===== config.mk =====
export PLATFORM = sky130hd
export DESIGN_NAME = lif_scheduler_flat
export DESIGN_NICKNAME = d
export VERILOG_FILES = /design/src/rtl/lif_pkg.sv /design/src/rtl/lif_scheduler_if.sv /design/src/rtl/lif_update.sv /design/src/rtl/lif_scheduler.sv /design/src/flat_wrapper.sv
export SDC_FILE = /design/constraint.sdc
export NUM_CORES = 1
export LEC_CHECK = 0
export CAP_MARGIN = 0
export CORE_MARGIN = 2
export CORE_UTILIZATION = 25
export DETAILED_ROUTE_END_ITERATION = 6
export GPL_ROUTABILITY_DRIVEN = 0
export MAX_ROUTING_LAYER = met4
export SETUP_SLACK_MARGIN = 0.3
export SLEW_MARGIN = 20
export SYNTH_ARGS = -nofsm -noshare
export SYNTH_HDL_FRONTEND = slang
export SYNTH_HIERARCHICAL = 1
export SYNTH_SLANG_ARGS = --single-unit

===== constraint.sdc =====
create_clock -name clk -period 4.92 [get_ports clk]
set_input_delay 0.984 -clock clk [delete_from_list [all_inputs] [get_ports clk]]
set_output_delay 0.984 -clock clk [all_outputs]
set_load 0.03 [all_outputs]

===== src/rtl/lif_pkg.sv =====
// Shared types and helpers for the LIF neuron scheduler and update datapath.
package lif_pkg;

    typedef enum logic [1:0] {
        ST_IDLE   = 2'd0,
        ST_UPDATE = 2'd1,
        ST_EMIT   = 2'd2,
        ST_DONE   = 2'd3
    } lif_state_e;

    localparam int unsigned LIF_DEFAULT_WIDTH      = 8;
    localparam int unsigned LIF_DEFAULT_LEAK_SHIFT = 2;
    localparam int unsigned LIF_MAX_W              = 32;

    // Unsigned add clamped to 2^width - 1; operands are zero-extended by the caller.
    function automatic logic [LIF_MAX_W-1:0] lif_sat_add(
        input logic [LIF_MAX_W-1:0] a,
        input logic [LIF_MAX_W-1:0] b,
        input int unsigned          width
    );
        logic [LIF_MAX_W:0] sum;
        logic [LIF_MAX_W:0] limit;
        sum   = {1'b0, a} + {1'b0, b};
        limit = ((LIF_MAX_W+1)'(1) << width) - (LIF_MAX_W+1)'(1);
        return (sum > limit) ? limit[LIF_MAX_W-1:0] : sum[LIF_MAX_W-1:0];
    endfunction

endpackage


===== src/rtl/lif_scheduler_if.sv =====
// Tile-side bundle of the LIF scheduler: tick/current loading, spike events, state readback.
interface lif_scheduler_if #(
    parameter int unsigned N_NEURONS = 4,
    parameter int unsigned WIDTH     = 8
);
    localparam int unsigned IW = $clog2(N_NEURONS);

    logic             tick;
    logic [WIDTH-1:0] threshold;
    logic             cur_wr_en;
    logic [IW-1:0]    cur_wr_addr;
    logic [WIDTH-1:0] cur_wr_data;
    logic [IW-1:0]    state_rd_addr;
    logic [WIDTH-1:0] state_rd_data;
    logic             spike_valid;
    logic [IW-1:0]    spike_id;
    logic             spike_ready;
    logic             busy;
    logic             done;
    logic             tick_overrun;

    modport master (
        output tick, threshold, cur_wr_en, cur_wr_addr, cur_wr_data,
               state_rd_addr, spike_ready,
        input  state_rd_data, spike_valid, spike_id, busy, done, tick_overrun
    );

    modport slave (
        input  tick, threshold, cur_wr_en, cur_wr_addr, cur_wr_data,
               state_rd_addr, spike_ready,
        output state_rd_data, spike_valid, spike_id, busy, done, tick_overrun
    );

endinterface


===== src/rtl/lif_update.sv =====
// Single-neuron LIF step: leak, saturating integration, threshold and reset-to-zero.
module lif_update
    import lif_pkg::*;
#(
    parameter int unsigned WIDTH      = LIF_DEFAULT_WIDTH,
    parameter int unsigned LEAK_SHIFT = LIF_DEFAULT_LEAK_SHIFT
) (
    input  logic [WIDTH-1:0] i_state,
    input  logic [WIDTH-1:0] i_current,
    input  logic [WIDTH-1:0] i_threshold,
    output logic [WIDTH-1:0] o_next_state,
    output logic             o_spike
);

    logic [WIDTH-1:0] w_leaked;
    logic [WIDTH-1:0] w_sat;

    assign w_leaked     = i_state - (i_state >> LEAK_SHIFT);
    assign w_sat        = WIDTH'(lif_sat_add(LIF_MAX_W'(w_leaked), LIF_MAX_W'(i_current), WIDTH));
    assign o_spike      = (w_sat >= i_threshold);
    assign o_next_state = o_spike ? '0 : w_sat;

endmodule


===== src/rtl/lif_scheduler.sv =====
// Time-multiplexed LIF controller: walks N virtual neurons per tick through one lif_update.
// Optional refractory counters are built when LIF_REFRACTORY_EN is defined.
module lif_scheduler
    import lif_pkg::*;
#(
    parameter int unsigned N_NEURONS     = 4,
    parameter int unsigned WIDTH         = LIF_DEFAULT_WIDTH,
    parameter int unsigned LEAK_SHIFT    = LIF_DEFAULT_LEAK_SHIFT,
    parameter int unsigned REFRACT_STEPS = 2
) (
    input logic            clk,
    input logic            rst,
    lif_scheduler_if.slave bus
);

    localparam int unsigned   IW       = $clog2(N_NEURONS);
    localparam logic [IW-1:0] LAST_IDX = IW'(N_NEURONS - 1);

    lif_state_e       r_fsm;
    logic [IW-1:0]    r_idx;
    logic [WIDTH-1:0] r_thr;
    logic             r_overrun;
    logic [WIDTH-1:0] r_cur [N_NEURONS];
    logic [WIDTH-1:0] r_mem [N_NEURONS];

    logic [WIDTH-1:0] w_next;
    logic             w_fire;
    logic             w_refr_active;
    logic             w_spike;
    logic [WIDTH-1:0] w_wr_state;
    logic             w_last;

    lif_update #(
        .WIDTH      (WIDTH),
        .LEAK_SHIFT (LEAK_SHIFT)
    ) u_update (
        .i_state      (r_mem[r_idx]),
        .i_current    (r_cur[r_idx]),
        .i_threshold  (r_thr),
        .o_next_state (w_next),
        .o_spike      (w_fire)
    );

`ifdef LIF_REFRACTORY_EN
    localparam int unsigned RW = $clog2(REFRACT_STEPS + 1);
    logic [RW-1:0] r_refr [N_NEURONS];

    assign w_refr_active = (r_refr[r_idx] != '0);

    always_ff @(posedge clk or posedge rst) begin
        if (rst) begin
            for (int unsigned i = 0; i < N_NEURONS; i++) r_refr[i] <= '0;
        end else if (r_fsm == ST_UPDATE) begin
            if (w_refr_active)
                r_refr[r_idx] <= r_refr[r_idx] - RW'(1);
            else if (w_fire)
                r_refr[r_idx] <= RW'(REFRACT_STEPS);
        end
    end
`else
    assign w_refr_active = 1'b0;
`endif

    assign w_spike    = w_fire && !w_refr_active;
    assign w_wr_state = w_refr_active ? '0 : w_next;
    assign w_last     = (r_idx == LAST_IDX);

    always_ff @(posedge clk or posedge rst) begin
        if (rst) begin
            r_fsm     <= ST_IDLE;
            r_idx     <= '0;
            r_thr     <= '0;
            r_overrun <= 1'b0;
            for (int unsigned i = 0; i < N_NEURONS; i++) begin
                r_cur[i] <= '0;
                r_mem[i] <= '0;
            end
        end else begin
            r_overrun <= bus.tick && (r_fsm != ST_IDLE);
            // Current writes land independently; the datapath reads the pre-write value this cycle.
            if (bus.cur_wr_en) r_cur[bus.cur_wr_addr] <= bus.cur_wr_data;

            case (r_fsm)
                ST_IDLE: begin
                    if (bus.tick) begin
                        r_fsm <= ST_UPDATE;
                        r_idx <= '0;
                        r_thr <= bus.threshold;
                    end
                end
                ST_UPDATE: begin
                    r_mem[r_idx] <= w_wr_state;
                    if (w_spike)     r_fsm <= ST_EMIT;
                    else if (w_last) r_fsm <= ST_DONE;
                    else             r_idx <= r_idx + IW'(1);
                end
                ST_EMIT: begin
                    if (bus.spike_ready) begin
                        if (w_last) begin
                            r_fsm <= ST_DONE;
                        end else begin
                            r_fsm <= ST_UPDATE;
                            r_idx <= r_idx + IW'(1);
                        end
                    end
                end
                default: r_fsm <= ST_IDLE;
            endcase
        end
    end

    assign bus.busy          = (r_fsm != ST_IDLE);
    assign bus.done          = (r_fsm == ST_DONE);
    assign bus.spike_valid   = (r_fsm == ST_EMIT);
    assign bus.spike_id      = r_idx;
    assign bus.tick_overrun  = r_overrun;
    assign bus.state_rd_data = r_mem[bus.state_rd_addr];

endmodule


===== src/flat_wrapper.sv =====
// flat-port wrapper written by rule: the top's interface ports become plain ports
module lif_scheduler_flat import lif_pkg::*;
#(
    parameter int unsigned N_NEURONS     = 4,
    parameter int unsigned WIDTH         = LIF_DEFAULT_WIDTH,
    parameter int unsigned LEAK_SHIFT    = LIF_DEFAULT_LEAK_SHIFT,
    parameter int unsigned REFRACT_STEPS = 2
)
  (clk, rst, bus_tick, bus_threshold, bus_cur_wr_en, bus_cur_wr_addr, bus_cur_wr_data, bus_state_rd_addr, bus_spike_ready, bus_state_rd_data, bus_spike_valid, bus_spike_id, bus_busy, bus_done, bus_tick_overrun);
  lif_scheduler_if #(.N_NEURONS(N_NEURONS), .WIDTH(WIDTH)) bus_i ();
  input logic clk;
  input logic rst;
  input wire logic [$bits(bus_i.tick)-1:0] bus_tick;
  input wire logic [$bits(bus_i.threshold)-1:0] bus_threshold;
  input wire logic [$bits(bus_i.cur_wr_en)-1:0] bus_cur_wr_en;
  input wire logic [$bits(bus_i.cur_wr_addr)-1:0] bus_cur_wr_addr;
  input wire logic [$bits(bus_i.cur_wr_data)-1:0] bus_cur_wr_data;
  input wire logic [$bits(bus_i.state_rd_addr)-1:0] bus_state_rd_addr;
  input wire logic [$bits(bus_i.spike_ready)-1:0] bus_spike_ready;
  output wire logic [$bits(bus_i.state_rd_data)-1:0] bus_state_rd_data;
  output wire logic [$bits(bus_i.spike_valid)-1:0] bus_spike_valid;
  output wire logic [$bits(bus_i.spike_id)-1:0] bus_spike_id;
  output wire logic [$bits(bus_i.busy)-1:0] bus_busy;
  output wire logic [$bits(bus_i.done)-1:0] bus_done;
  output wire logic [$bits(bus_i.tick_overrun)-1:0] bus_tick_overrun;
  assign bus_i.tick = bus_tick;
  assign bus_i.threshold = bus_threshold;
  assign bus_i.cur_wr_en = bus_cur_wr_en;
  assign bus_i.cur_wr_addr = bus_cur_wr_addr;
  assign bus_i.cur_wr_data = bus_cur_wr_data;
  assign bus_i.state_rd_addr = bus_state_rd_addr;
  assign bus_i.spike_ready = bus_spike_ready;
  assign bus_state_rd_data = bus_i.state_rd_data;
  assign bus_spike_valid = bus_i.spike_valid;
  assign bus_spike_id = bus_i.spike_id;
  assign bus_busy = bus_i.busy;
  assign bus_done = bus_i.done;
  assign bus_tick_overrun = bus_i.tick_overrun;
  lif_scheduler #(.N_NEURONS(N_NEURONS), .WIDTH(WIDTH), .LEAK_SHIFT(LEAK_SHIFT), .REFRACT_STEPS(REFRACT_STEPS)) u_core (.clk(clk), .rst(rst), .bus(bus_i));
endmodule

==> metrics <==
Layout area overhead 35.7%; CTS tree built; PortBufs 38; global-route track usage on met1 roughly 15%; worst path required time approximately 5.1 ns; final setup vio count 36; Slowest cell on crit path mux4_2; die footprint a little under 0.02 sq mm; gr ovfl total 0; Fin. Hold Viols 0; CTS Hold Bufs 0; count of state elements after synthesis 77; unrepaired setup endpoints after global routing true; share of cells above drive strength 1 between 40% and 50%; Layout fillers about 1700; vias per inst 4.66; routed length per instance between 15 and 20 um; sequential share of the synthesized area 42.5%; Final nets ~490; R2R setup slack -0.17 ns; # diodes 0; Tightest Pin Transition between 0.6 and 0.7 ns; crit path DAT between 5 and 6 ns; maximum fanout along the worst path 7; worst skew pair latency about 0.33 ns; worst-case clock buffer depth 2; Post-synth EDFFs 0; placed instance count 626; ys async rst share between 90% and 100%; CTS Sinks 77; max-cap violation count 0; First-pass DRT Iterations 4; Non-Filler Instances about 660; synthesized net count ~400; CP Cell Sequence mux4_2, ha_1, nor2b_4, o31a_1, or2_1, buf_4, a31o_1, xnor2_1, ha_2, a21oi_4, o21a_4, buf_4, nand2_1, ha_2, nand4_1, o31ai_4, buf_6, o21ba_4, mux2_4; CP peak stage delay 0.57 ns; Num CTS Buffers 9; Clock Skew about 0.008 ns; min Tclk post-route approximately 5 ns; worst hold slack around 0.5 ns; Min-Delay Path Class flop to flop; final-report max-slew violation count 0; most frequent cell after synthesis dfrtp_1; Worst Setup End Kind flop; Cells after Synth between 300 and 400; first-pass GRT wire length between 15 and 20 mm; met3 GRT Util under 10%; Synth top cells by count 77 x dfrtp_1, 73 x mux2_2, 33 x ha_1; Die Width approximately 140 um; vias in the first global route about 3400; area leader, netlist dfrtp_1; slew margin rel. ~57%; met2 GRT Util about a fifth; Synth warnings 6; core area about 0.018 sq mm; Peak Freq 196 MHz; CTS root buffer clkbuf_16; IO Pins 39; worst setup slack after layout -0.170 ns; # H-tree levels 3; post-detail-place hpwl a little under 8 mm; largest net degree at the start of global routing 50; 1st-iter DRT viols around 130; outcome finished, violations left; residual DRC count 0; Die H 139 um; Critical Path Source Type flop; Most used DFF post-synth dfrtp_1; pre-CTS setup slack -0.300 ns; row count 49; Via Count 3064; Synth Cell Area 0.00454 sq mm; post-synth cell types 44; CP Class flop to flop; routed wire length 11.0 mm; busiest layer in global routing met2; area share of the largest cell type after synthesis 42.5%; Period Utilization, post-route 103%; clock transition at the registers of the reported paths 0.06 ns; failing checks negative setup slack; initial antenna violation count 0; Antenna Nets Post-Route 0; dominant cells by area after synthesis dfrtp_1 42%, mux2_2 18%, mux4_2 12%; total track usage a little under an eighth; initial core utilization 25.3%; Mapped Avg Cell Area around 13 sq um
[registers in the layout, indices dropped and copies added, names as in the netlist]
name and count:
u_core/r_fsm 2, u_core/r_thr 8, u_core/bus.spike_id 2, u_core/bus.tick_overrun 1
u_core/r_cur 32, u_core/r_mem 32
[cells in the final DEF (no fill, tap or decap), types with 3 or more instances in the layout]
cell and n:
xor2_1 5, inv_2 6, ha_1 25, dfrtp_1 75
nand2_1 11, clkbuf_8 3, clkdlybuf4s50_1 38, xnor2_1 4
a21oi_2 8, a21oi_1 6, ha_4 6, mux2_4 4
mux2_2 69, a21o_1 6, inv_1 22, clkbuf_16 9
buf_4 37, mux4_2 24, nand2b_1 6, a21oi_4 4
buf_6 6, nor2_1 4
[cells by family after synthesis]
group           Yosys count  share of synthesized area [%]
mux                      99                           30.5
flops                    77                           42.5
simple gates             37                           4.66
xor+xnor                 11                           2.12
buf+inv                  35                           3.39
fa+ha+maj                35                           9.98
compound gates           45                           6.89
[what timing repair did]
action / CTS / global route
setup endpoints to repair: 36 / 36
pin swaps: 20 / 33
setup buffers: 11 / 7
gates resized for setup: 25 / 28
[stage by stage]
stage | utilization, % | instance area [sq um] | setup TNS [ns]
2_1_floorplan | - | 4610 | -0.0198
3_3_place_gp | 30.3 | 5420 | -4.07
3_5_place_dp | 30.3 | 5420 | -7.34
4_1_cts | 33.1 | 5930 | -1.01
5_1_grt | 34.4 | 6160 | -12.19
6_report | 34.4 | 6160 | -4.21
[layout make-up]
cell class	instances	area [sq um]	share of cell area [%]
inverter	28	105	1.71
tap	229	287	4.65
sequential	77	1930	31.3
clock inverter	1	30.0	0.488
multi-input combinational	227	2770	45.0
clock buffer	13	270	4.39
timing repair buffer	83	766	12.4
[worst max-delay path, delay by kind of cell (launching register included)]
kind                     cells  cell delay [ns]
AND/OR/NAND/NOR              4             0.58
XOR/XNOR                     1             0.17
adder cells (fa/ha/maj)      3             0.98
AO/OA/AOI/OAI                6             1.45
multiplexers                 2             0.84
buffers and inverters        3             0.46
flip-flops                   1             0.48
[path summary, 6_finish.rpt]
path,startpoint,cells past startpoint,end
min in group asynchronous,rst,2,u_core/r_mem[20]
hold / removal,u_core/r_cur[0],1,u_core/r_cur[0]
max in group asynchronous,rst,3,u_core/bus.spike_id[0]
setup reg to reg,u_core/bus.spike_id[0],19,u_core/r_mem[29]
hold reg to reg,u_core/r_cur[0],1,u_core/r_cur[0]
setup / recovery,u_core/bus.spike_id[0],19,u_core/r_mem[29]
[per-layer routing]
metal  up-vias  wire length, um
li1       1421                -
met1      1591             5030
met2        43             5560
met3         9              276
met4         0              113
met5         -                0
Power is not shown: default switching activity piles up to over one toggle a cycle in this logic, so the estimate is an artifact.
